===== config.mk =====
export PLATFORM = sky130hd
export DESIGN_NAME = uart_rx_ovs
export DESIGN_NICKNAME = d
export VERILOG_FILES = /design/src/rtl/uart_pkg.sv /design/src/rtl/baud_tick_gen.sv /design/src/rtl/uart_rx_ovs.sv
export SDC_FILE = /design/constraint.sdc
export NUM_CORES = 1
export LEC_CHECK = 0
export BUFFER_PORTS_ARGS = -buffer_cell sky130_fd_sc_hd__buf_2
export CAP_MARGIN = 20
export CORE_UTILIZATION = 55
export CTS_CLUSTER_DIAMETER = 80
export CTS_CLUSTER_SIZE = 28
export DETAILED_ROUTE_END_ITERATION = 16
export GPL_TIMING_DRIVEN = 0
export PLACE_DENSITY = 0.75
export REMOVE_ABC_BUFFERS = 1
export SLEW_MARGIN = 0
export SYNTH_ARGS = -nofsm -noshare
export SYNTH_HDL_FRONTEND = slang
export SYNTH_SLANG_ARGS = --single-unit

===== constraint.sdc =====
create_clock -name CLK -period 2.98 [get_ports CLK]
set_clock_uncertainty 0.15 [all_clocks]
set_input_delay 0.149 -clock CLK [delete_from_list [all_inputs] [get_ports CLK]]
set_output_delay 0.149 -clock CLK [all_outputs]
set_load 0.01 [all_outputs]

===== src/rtl/uart_pkg.sv =====
`default_nettype none
// ============================================================================
//  Module   : uart_pkg
//  Purpose  : Shared types and helpers for the oversampling UART receiver:
//             FSM state encoding, default oversample rate, counter widths.
//  Revision : 1.0  initial release
// ============================================================================
package uart_pkg;

    // Receiver FSM states; the PARITY state is only entered when parity
    // checking is compiled in.
    typedef enum logic [2:0] {
        ST_IDLE   = 3'd0,
        ST_START  = 3'd1,
        ST_DATA   = 3'd2,
        ST_PARITY = 3'd3,
        ST_STOP   = 3'd4
    } uart_state_t;

    // Default oversample ticks per bit.
    localparam int OVS_DEFAULT = 16;

    // Width of a counter that must hold 0..n-1; never narrower than one bit.
    function automatic int cnt_width(input int n);
        return (n <= 2) ? 1 : $clog2(n);
    endfunction

endpackage
`default_nettype wire


===== src/rtl/baud_tick_gen.sv =====
`default_nettype none
// ============================================================================
//  Module   : baud_tick_gen
//  Purpose  : Free-running oversample tick enable. TICK is a one-cycle
//             enable once every DIV clocks, not a derived clock. CLR restarts
//             the phase so the first tick follows DIV clocks later.
//  Revision : 1.0  initial release
// ============================================================================
module baud_tick_gen
    import uart_pkg::*;
#(
    parameter int DIV = 12
) (
    input  logic CLK,
    input  logic RST_N,
    input  logic CLR,
    output logic TICK
);

    localparam int               c_cnt_w = cnt_width(DIV);
    localparam logic [c_cnt_w-1:0] c_last = c_cnt_w'(DIV - 1);

    logic [c_cnt_w-1:0] r_cnt;

    // Divide-by-DIV counter; wraps on its last value or restarts on CLR.
    always_ff @(posedge CLK) begin
        if (!RST_N) begin
            r_cnt <= '0;
        end else if (CLR || (r_cnt == c_last)) begin
            r_cnt <= '0;
        end else begin
            r_cnt <= r_cnt + c_cnt_w'(1);
        end
    end

    assign TICK = (r_cnt == c_last);

endmodule
`default_nettype wire


===== src/rtl/uart_rx_ovs.sv =====
`default_nettype none
// ============================================================================
//  Module   : uart_rx_ovs
//  Purpose  : Oversampling UART receiver. Synchronises RX, validates the
//             start bit at mid-bit, samples DATA_BITS data bits LSB-first,
//             an optional parity bit and STOP_BITS stop bits, and presents
//             each frame on a VALID/READY port with framing, parity and
//             sticky overrun status.
//  Config   : define UART_RX_PARITY_EN to expect one parity bit after the
//             data bits and make PARITY_ERR live.
//  Revision : 1.0  initial release
// ============================================================================
module uart_rx_ovs
    import uart_pkg::*;
#(
    parameter int DIV        = 12,
    parameter int OVS        = OVS_DEFAULT,
    parameter int DATA_BITS  = 8,
    parameter int STOP_BITS  = 1,
    parameter int PARITY_ODD = 0
) (
    input  logic                 CLK,
    input  logic                 RST_N,
    input  logic                 RX,
    output logic [DATA_BITS-1:0] DATA,
    output logic                 VALID,
    input  logic                 READY,
    output logic                 FRAME_ERR,
    output logic                 PARITY_ERR,
    output logic                 OVERRUN,
    output logic                 BUSY
);

    localparam int c_tw = cnt_width(OVS);
    localparam int c_bw = cnt_width(DATA_BITS);

    localparam logic [c_tw-1:0] c_half  = c_tw'(OVS / 2 - 1);
    localparam logic [c_tw-1:0] c_full  = c_tw'(OVS - 1);
    localparam logic [c_bw-1:0] c_blast = c_bw'(DATA_BITS - 1);
    localparam logic            c_slast = 1'(STOP_BITS - 1);
    localparam logic            c_odd   = (PARITY_ODD != 0);
`ifdef UART_RX_PARITY_EN
    localparam logic            c_par_en = 1'b1;
`else
    localparam logic            c_par_en = 1'b0;
`endif

    // Synchroniser and tick
    logic r_rx_meta;
    logic r_rxs;
    logic w_tick;
    logic w_tick_clr;

    // FSM and frame datapath
    uart_state_t          r_state,   w_state_nxt;
    logic [c_tw-1:0]      r_tcnt,    w_tcnt_nxt;
    logic [c_bw-1:0]      r_bcnt,    w_bcnt_nxt;
    logic                 r_scnt,    w_scnt_nxt;
    logic [DATA_BITS-1:0] r_shift,   w_shift_nxt;
    logic                 r_ferr_acc, w_ferr_nxt;
    logic                 r_perr_acc, w_perr_nxt;
    logic                 w_done;
    logic                 w_break;
    logic                 r_rearm;

    // Output holding registers
    logic [DATA_BITS-1:0] r_data;
    logic                 r_valid;
    logic                 r_ferr;
    logic                 r_perr;
    logic                 r_ovr;

    logic                 w_accept;
    logic                 w_load;

    // Two-flop synchroniser for the asynchronous RX pin; idles high.
    always_ff @(posedge CLK) begin
        if (!RST_N) begin
            r_rx_meta <= 1'b1;
            r_rxs     <= 1'b1;
        end else begin
            r_rx_meta <= RX;
            r_rxs     <= r_rx_meta;
        end
    end

    baud_tick_gen #(
        .DIV (DIV)
    ) u_tick (
        .CLK   (CLK),
        .RST_N (RST_N),
        .CLR   (w_tick_clr),
        .TICK  (w_tick)
    );

    // FSM state register.
    always_ff @(posedge CLK) begin
        if (!RST_N) begin
            r_state <= ST_IDLE;
        end else begin
            r_state <= w_state_nxt;
        end
    end

    // Next-state and datapath update: counters, shift register, error flags.
    always_comb begin
        w_state_nxt = r_state;
        w_tcnt_nxt  = r_tcnt;
        w_bcnt_nxt  = r_bcnt;
        w_scnt_nxt  = r_scnt;
        w_shift_nxt = r_shift;
        w_ferr_nxt  = r_ferr_acc;
        w_perr_nxt  = r_perr_acc;
        w_tick_clr  = 1'b0;
        w_done      = 1'b0;
        w_break     = 1'b0;

        case (r_state)
            ST_IDLE: begin
                // Start edge seen: realign the tick phase to the edge.
                if (!r_rxs && r_rearm) begin
                    w_state_nxt = ST_START;
                    w_tick_clr  = 1'b1;
                    w_tcnt_nxt  = '0;
                    w_bcnt_nxt  = '0;
                    w_scnt_nxt  = 1'b0;
                    w_ferr_nxt  = 1'b0;
                    w_perr_nxt  = 1'b0;
                end
            end

            ST_START: begin
                if (w_tick) begin
                    if (r_tcnt == c_half) begin
                        // Mid start bit: still low means a real frame.
                        w_tcnt_nxt  = '0;
                        w_state_nxt = r_rxs ? ST_IDLE : ST_DATA;
                    end else begin
                        w_tcnt_nxt = r_tcnt + c_tw'(1);
                    end
                end
            end

            ST_DATA: begin
                if (w_tick) begin
                    if (r_tcnt == c_full) begin
                        w_tcnt_nxt          = '0;
                        w_shift_nxt[r_bcnt] = r_rxs;
                        if (r_bcnt == c_blast) begin
                            w_bcnt_nxt = '0;
`ifdef UART_RX_PARITY_EN
                            w_state_nxt = ST_PARITY;
`else
                            w_state_nxt = ST_STOP;
`endif
                        end else begin
                            w_bcnt_nxt = r_bcnt + c_bw'(1);
                        end
                    end else begin
                        w_tcnt_nxt = r_tcnt + c_tw'(1);
                    end
                end
            end

            ST_PARITY: begin
                // Only reachable when parity checking is compiled in.
                if (w_tick) begin
                    if (r_tcnt == c_full) begin
                        w_tcnt_nxt  = '0;
                        w_perr_nxt  = r_rxs ^ (^r_shift) ^ c_odd;
                        w_state_nxt = ST_STOP;
                    end else begin
                        w_tcnt_nxt = r_tcnt + c_tw'(1);
                    end
                end
            end

            ST_STOP: begin
                if (w_tick) begin
                    if (r_tcnt == c_full) begin
                        w_tcnt_nxt = '0;
                        if (!r_rxs) begin
                            w_ferr_nxt = 1'b1;
                        end
                        if (r_scnt == c_slast) begin
                            // Leave at mid-stop so the next start edge is caught early.
                            w_done      = 1'b1;
                            w_break     = !r_rxs;
                            w_scnt_nxt  = 1'b0;
                            w_state_nxt = ST_IDLE;
                        end else begin
                            w_scnt_nxt = 1'b1;
                        end
                    end else begin
                        w_tcnt_nxt = r_tcnt + c_tw'(1);
                    end
                end
            end

            default: begin
                w_state_nxt = ST_IDLE;
            end
        endcase
    end

    // Frame datapath registers.
    always_ff @(posedge CLK) begin
        if (!RST_N) begin
            r_tcnt     <= '0;
            r_bcnt     <= '0;
            r_scnt     <= 1'b0;
            r_shift    <= '0;
            r_ferr_acc <= 1'b0;
            r_perr_acc <= 1'b0;
        end else begin
            r_tcnt     <= w_tcnt_nxt;
            r_bcnt     <= w_bcnt_nxt;
            r_scnt     <= w_scnt_nxt;
            r_shift    <= w_shift_nxt;
            r_ferr_acc <= w_ferr_nxt;
            r_perr_acc <= w_perr_nxt;
        end
    end

    // Re-arm flag: a frame ending in a low stop sample blocks new starts
    // until the line has been seen high on a tick, so a break yields one frame.
    always_ff @(posedge CLK) begin
        if (!RST_N) begin
            r_rearm <= 1'b1;
        end else if (w_break) begin
            r_rearm <= 1'b0;
        end else if ((r_state == ST_IDLE) && w_tick && r_rxs) begin
            r_rearm <= 1'b1;
        end
    end

    assign w_accept = r_valid && READY;
    assign w_load   = w_done && (!r_valid || READY);

    // Output slot: load a finished frame when free or being drained,
    // otherwise drop it and flag overrun; clear on handshake.
    always_ff @(posedge CLK) begin
        if (!RST_N) begin
            r_data  <= '0;
            r_valid <= 1'b0;
            r_ferr  <= 1'b0;
            r_perr  <= 1'b0;
            r_ovr   <= 1'b0;
        end else begin
            if (w_load) begin
                r_data  <= w_shift_nxt;
                r_valid <= 1'b1;
                r_ferr  <= w_ferr_nxt;
                r_perr  <= r_perr_acc;
            end else if (w_accept) begin
                r_valid <= 1'b0;
            end

            if (w_done && !w_load) begin
                r_ovr <= 1'b1;
            end else if (w_accept) begin
                r_ovr <= 1'b0;
            end
        end
    end

    assign DATA       = r_data;
    assign VALID      = r_valid;
    assign FRAME_ERR  = r_ferr;
    assign PARITY_ERR = r_perr & c_par_en;
    assign OVERRUN    = r_ovr;
    assign BUSY       = (r_state != ST_IDLE);

endmodule
`default_nettype wire

==> flow_summary_export.csv <==
group,metric,value,unit
place,port_buffers,15,
synthesis,netlist_area,1750,um2
cts,cts_post_setup_buffers_inserted,0,
critical_path,cpMaxStageDelayCell,"or3_1",
synthesis,yosysWarnings,0,
place,dp_hpwl,2500,um
critical_path,reg2reg_to,"r_shift[5]",
critical_path,crit_arrival,2330,ps
final_layout,diodes,0,
critical_path,critical_path.max_fanout,8,
synthesis,synth_adder_area_share,2.87,%
final_layout,final_util,62.3,%
die,die_y,58.3,um
timing,rsz0062_at_grt,"no",
synthesis,netlist-cell-type-count,51,
synthesis,synth_xor_area_share,1.00,%
critical_path,r2r_start,"r_tcnt[0]",
final_layout,drive_gt1_share,16.3,%
critical_path,cp-start-kind,"flop",
job,cap_viol_max_count,0,
die,fp.coreArea,3030,um2
min_path,min_path_type,"in2reg",
critical_path,crit_end,"r_shift[5]",
synthesis,synthMuxAreaShare,1.72,%
synthesis,synth_top_area_share,42.4,%
detailed_routing,viasPerCell,5.95,
timing,slew_violations,0,
timing,setup_tns,0,ps
power_and_ir_drop,power.density,434,nW/um2
global_route,grt_pass1_vias,1410,
cts,cts.clk_slew.worst_paths,110,ps
synthesis,synth_enable_flop_cells,0,
power_and_ir_drop,vdd.ir_drop.worst,0.000291,V
critical_path,critPathLaunch,"r_tcnt[0]",
die,initial_utilization,57.6,%
synthesis,synth.area.top_cells,"dfxtp_1, o21ai_0, a21oi_1",
cts,insertion_delay,340,ps
die,die_area,3400,um2
timing,worst_slew_pin_slew,664,ps
synthesis,yosysTopAreaCell,"dfxtp_1",
synthesis,synth_seq_cells,37,
cts,cts_buffers,5,
cts,cts_root_buffer,"clkbuf_4",
critical_path,cpPeakStageDelay,510,ps
timing,hold_slack,51.0,ps
place,placed_area,1810,um2
detailed_routing,drt_iter0_markers,59,
power_and_ir_drop,p_leak,0.721,nW
global_route,grt_max_degree,30,
die,row_count,20,
synthesis,synth_top_family_by_area,"simple AND/OR/NAND/NOR gates",
detailed_routing,post_drt_wl_per_cell,14.4,um
cts,cts.path.max_buffers,2,
die,ioPinCount,17,
final_layout,area_growth,8.03,%
power_and_ir_drop,total_power,819,uW
cts,tritoncts,"done",
synthesis,ys_seq_area_share,42.4,%
final_layout,n_fill_cell,285,
final_layout,layout.nets,216,
timing,finalCritPeriodShare,73.9,%
synthesis,synth_compound_area_share,20.5,%
critical_path,reg2reg_depth,5,
global_route,grt_pass1_wl,6160,um
final_layout,final_cell_mix,"dfxtp_1, o21ai_0, a21oi_1",
synthesis,avgSynthCellArea,8.82,um2
synthesis,synth-simple-area-share,25.6,%
detailed_routing,vias,1499,
cts,cts_sinks,37,
die,die_w,58.3,um
timing,finalHoldViolCount,0,
synthesis,async_flop_share,0,%
critical_path,end_kind,"flop",
critical_path,worstPathRequired,3110,ps
final_layout,final_common_cell,"dfxtp_1",
synthesis,ys.flop_type,"dfxtp_1",
detailed_routing,drc,0,
global_route,overflow,0,
place,place_congestion,0.808,
synthesis,synth_cells,198,
detailed_routing,finalWirelength,3630,um
global_route,grt_util_all_layers,23.7,%
timing,relSlewSlack,55.3,%
critical_path,crit_path_cell_trace,"ha_1 > nand3_1 > or3_1 > or3_1 > a21oi_1",
detailed_routing,drt_pass1_iterations,4,
cts,htree_levels,2,
critical_path,critPathKind,"reg2reg",
timing,max_freq,454,MHz
final_layout,design_area,1890,um2
timing,report.final.setup_viol,0,
global_route,antenna_found_initial,0,
timing,layout_min_cycle_time,2200,ps
critical_path,reg2reg_slack,780,ps
critical_path,critPathMostFrequentCell,"or3_1",
detailed_routing,ant_nets,0,
status,status,"finished clean",
-- metrics by stage --
| step | cells | worst slack (ps) |
|---|---|---|
| after floorplan | 184 | 1090 |
| after global placement | 243 | 901 |
| after detailed placement | 243 | 852 |
| after CTS | 252 | 826 |
| after global routing | 252 | 642 |
| final | 252 | 777 |
-- report_power, final --
part | internal [mW] | total [mW] | leakage [nW] | switching (mW)
clock network | 0.110 | 0.272 | 0.0303 | 0.161
registers | 0.500 | 0.507 | 0.299 | 0.00732
logic | 0.0163 | 0.0395 | 0.392 | 0.0232
-- metal layers --
metal  global-route usage [%]  share of wire, %  vias up
met5                        0                 0        -
met4                     8.16               1.5        0
met3                     5.93               4.9        6
met2                     39.9                49       32
met1                     29.7                45      717
li1                         -                 -      744
-- critical path, delay by kind of cell, from the launching register on --
family / cells / cell delay (ps)
adders and majority gates: 1 / 260
AOI/OAI and AO/OA: 1 / 140
and+or+nand+nor: 3 / 1200
DFF: 1 / 390
-- layout make-up --
type | count | area (um2) | share of cell area [%]
Clock inverter | 1 | 7.51 | 0.398
Inverter | 8 | 30.0 | 1.59
Sequential cell | 37 | 741 | 39.3
Timing Repair Buffer | 17 | 95.1 | 5.04
Clock buffer | 6 | 51.3 | 2.72
Multi-Input combinational cell | 139 | 906 | 48.0
Tap cell | 44 | 55.1 | 2.92
-- synthesized netlist by cell type, types with 2 or more instances --
cell type and n:
dfxtp_1 37, o21ai_0 17, a21oi_1 16, nand3_1 14, nor2_1 13, clkbuf_1 8
inv_1 8, nand2_1 7, and2_1 5, o41ai_1 5, buf_2 4, ha_1 4
nand2b_1 4, a2bb2oi_1 3, mux2i_1 3, nand4_1 3, o2111ai_1 3, or2_2 3
or3_1 3, and4_2 2, nand3b_1 2, nor3_1 2, nor3b_1 2, o211ai_1 2
o22ai_1 2
-- sequential cells by signal (all words and copies together), names as in the netlist --
| signal | cells |
|---|---|
| r_shift | 8 |
| DATA | 8 |
| r_bcnt | 3 |
| r_tcnt | 4 |
| u_tick.r_cnt | 4 |
| VALID | 1 |
| FRAME_ERR | 1 |
| r_state | 3 |
| OVERRUN | 1 |
| r_ferr_acc | 1 |
| r_rx_meta | 1 |
| r_rearm | 1 |
| r_rxs | 1 |
-- timing repair --
action	in CTS	in global routing
resized for setup	0	0
hold buffers	2	0
hold endpoints to repair	3	0
-- cells by family (layout without fill, tap and decap cells) --
group	Yosys count	count (layout)
flip-flops	37	37
adder cells (fa/ha/maj)	4	4
multiplexers	3	3
buffers and inverters	22	32
other	1	1
XOR/XNOR	2	2
AND/OR/NAND/NOR	73	73
AO/OA/AOI/OAI	56	56
-- worst min path at each step --
stage | startpoint | cells past startpoint | to | slack (ps)
floorplan | RST_N | 1 | r_rxs | 70
CTS | RST_N | 2 | r_rx_meta | 50
detailed placement | RX | 2 | r_rx_meta | 190
global placement | RX | 2 | r_rx_meta | 190
finish | RST_N | 2 | r_rxs | 50
global route | RST_N | 2 | r_rx_meta | 70
No activity file was read; power rests on OpenSTA's default activity.
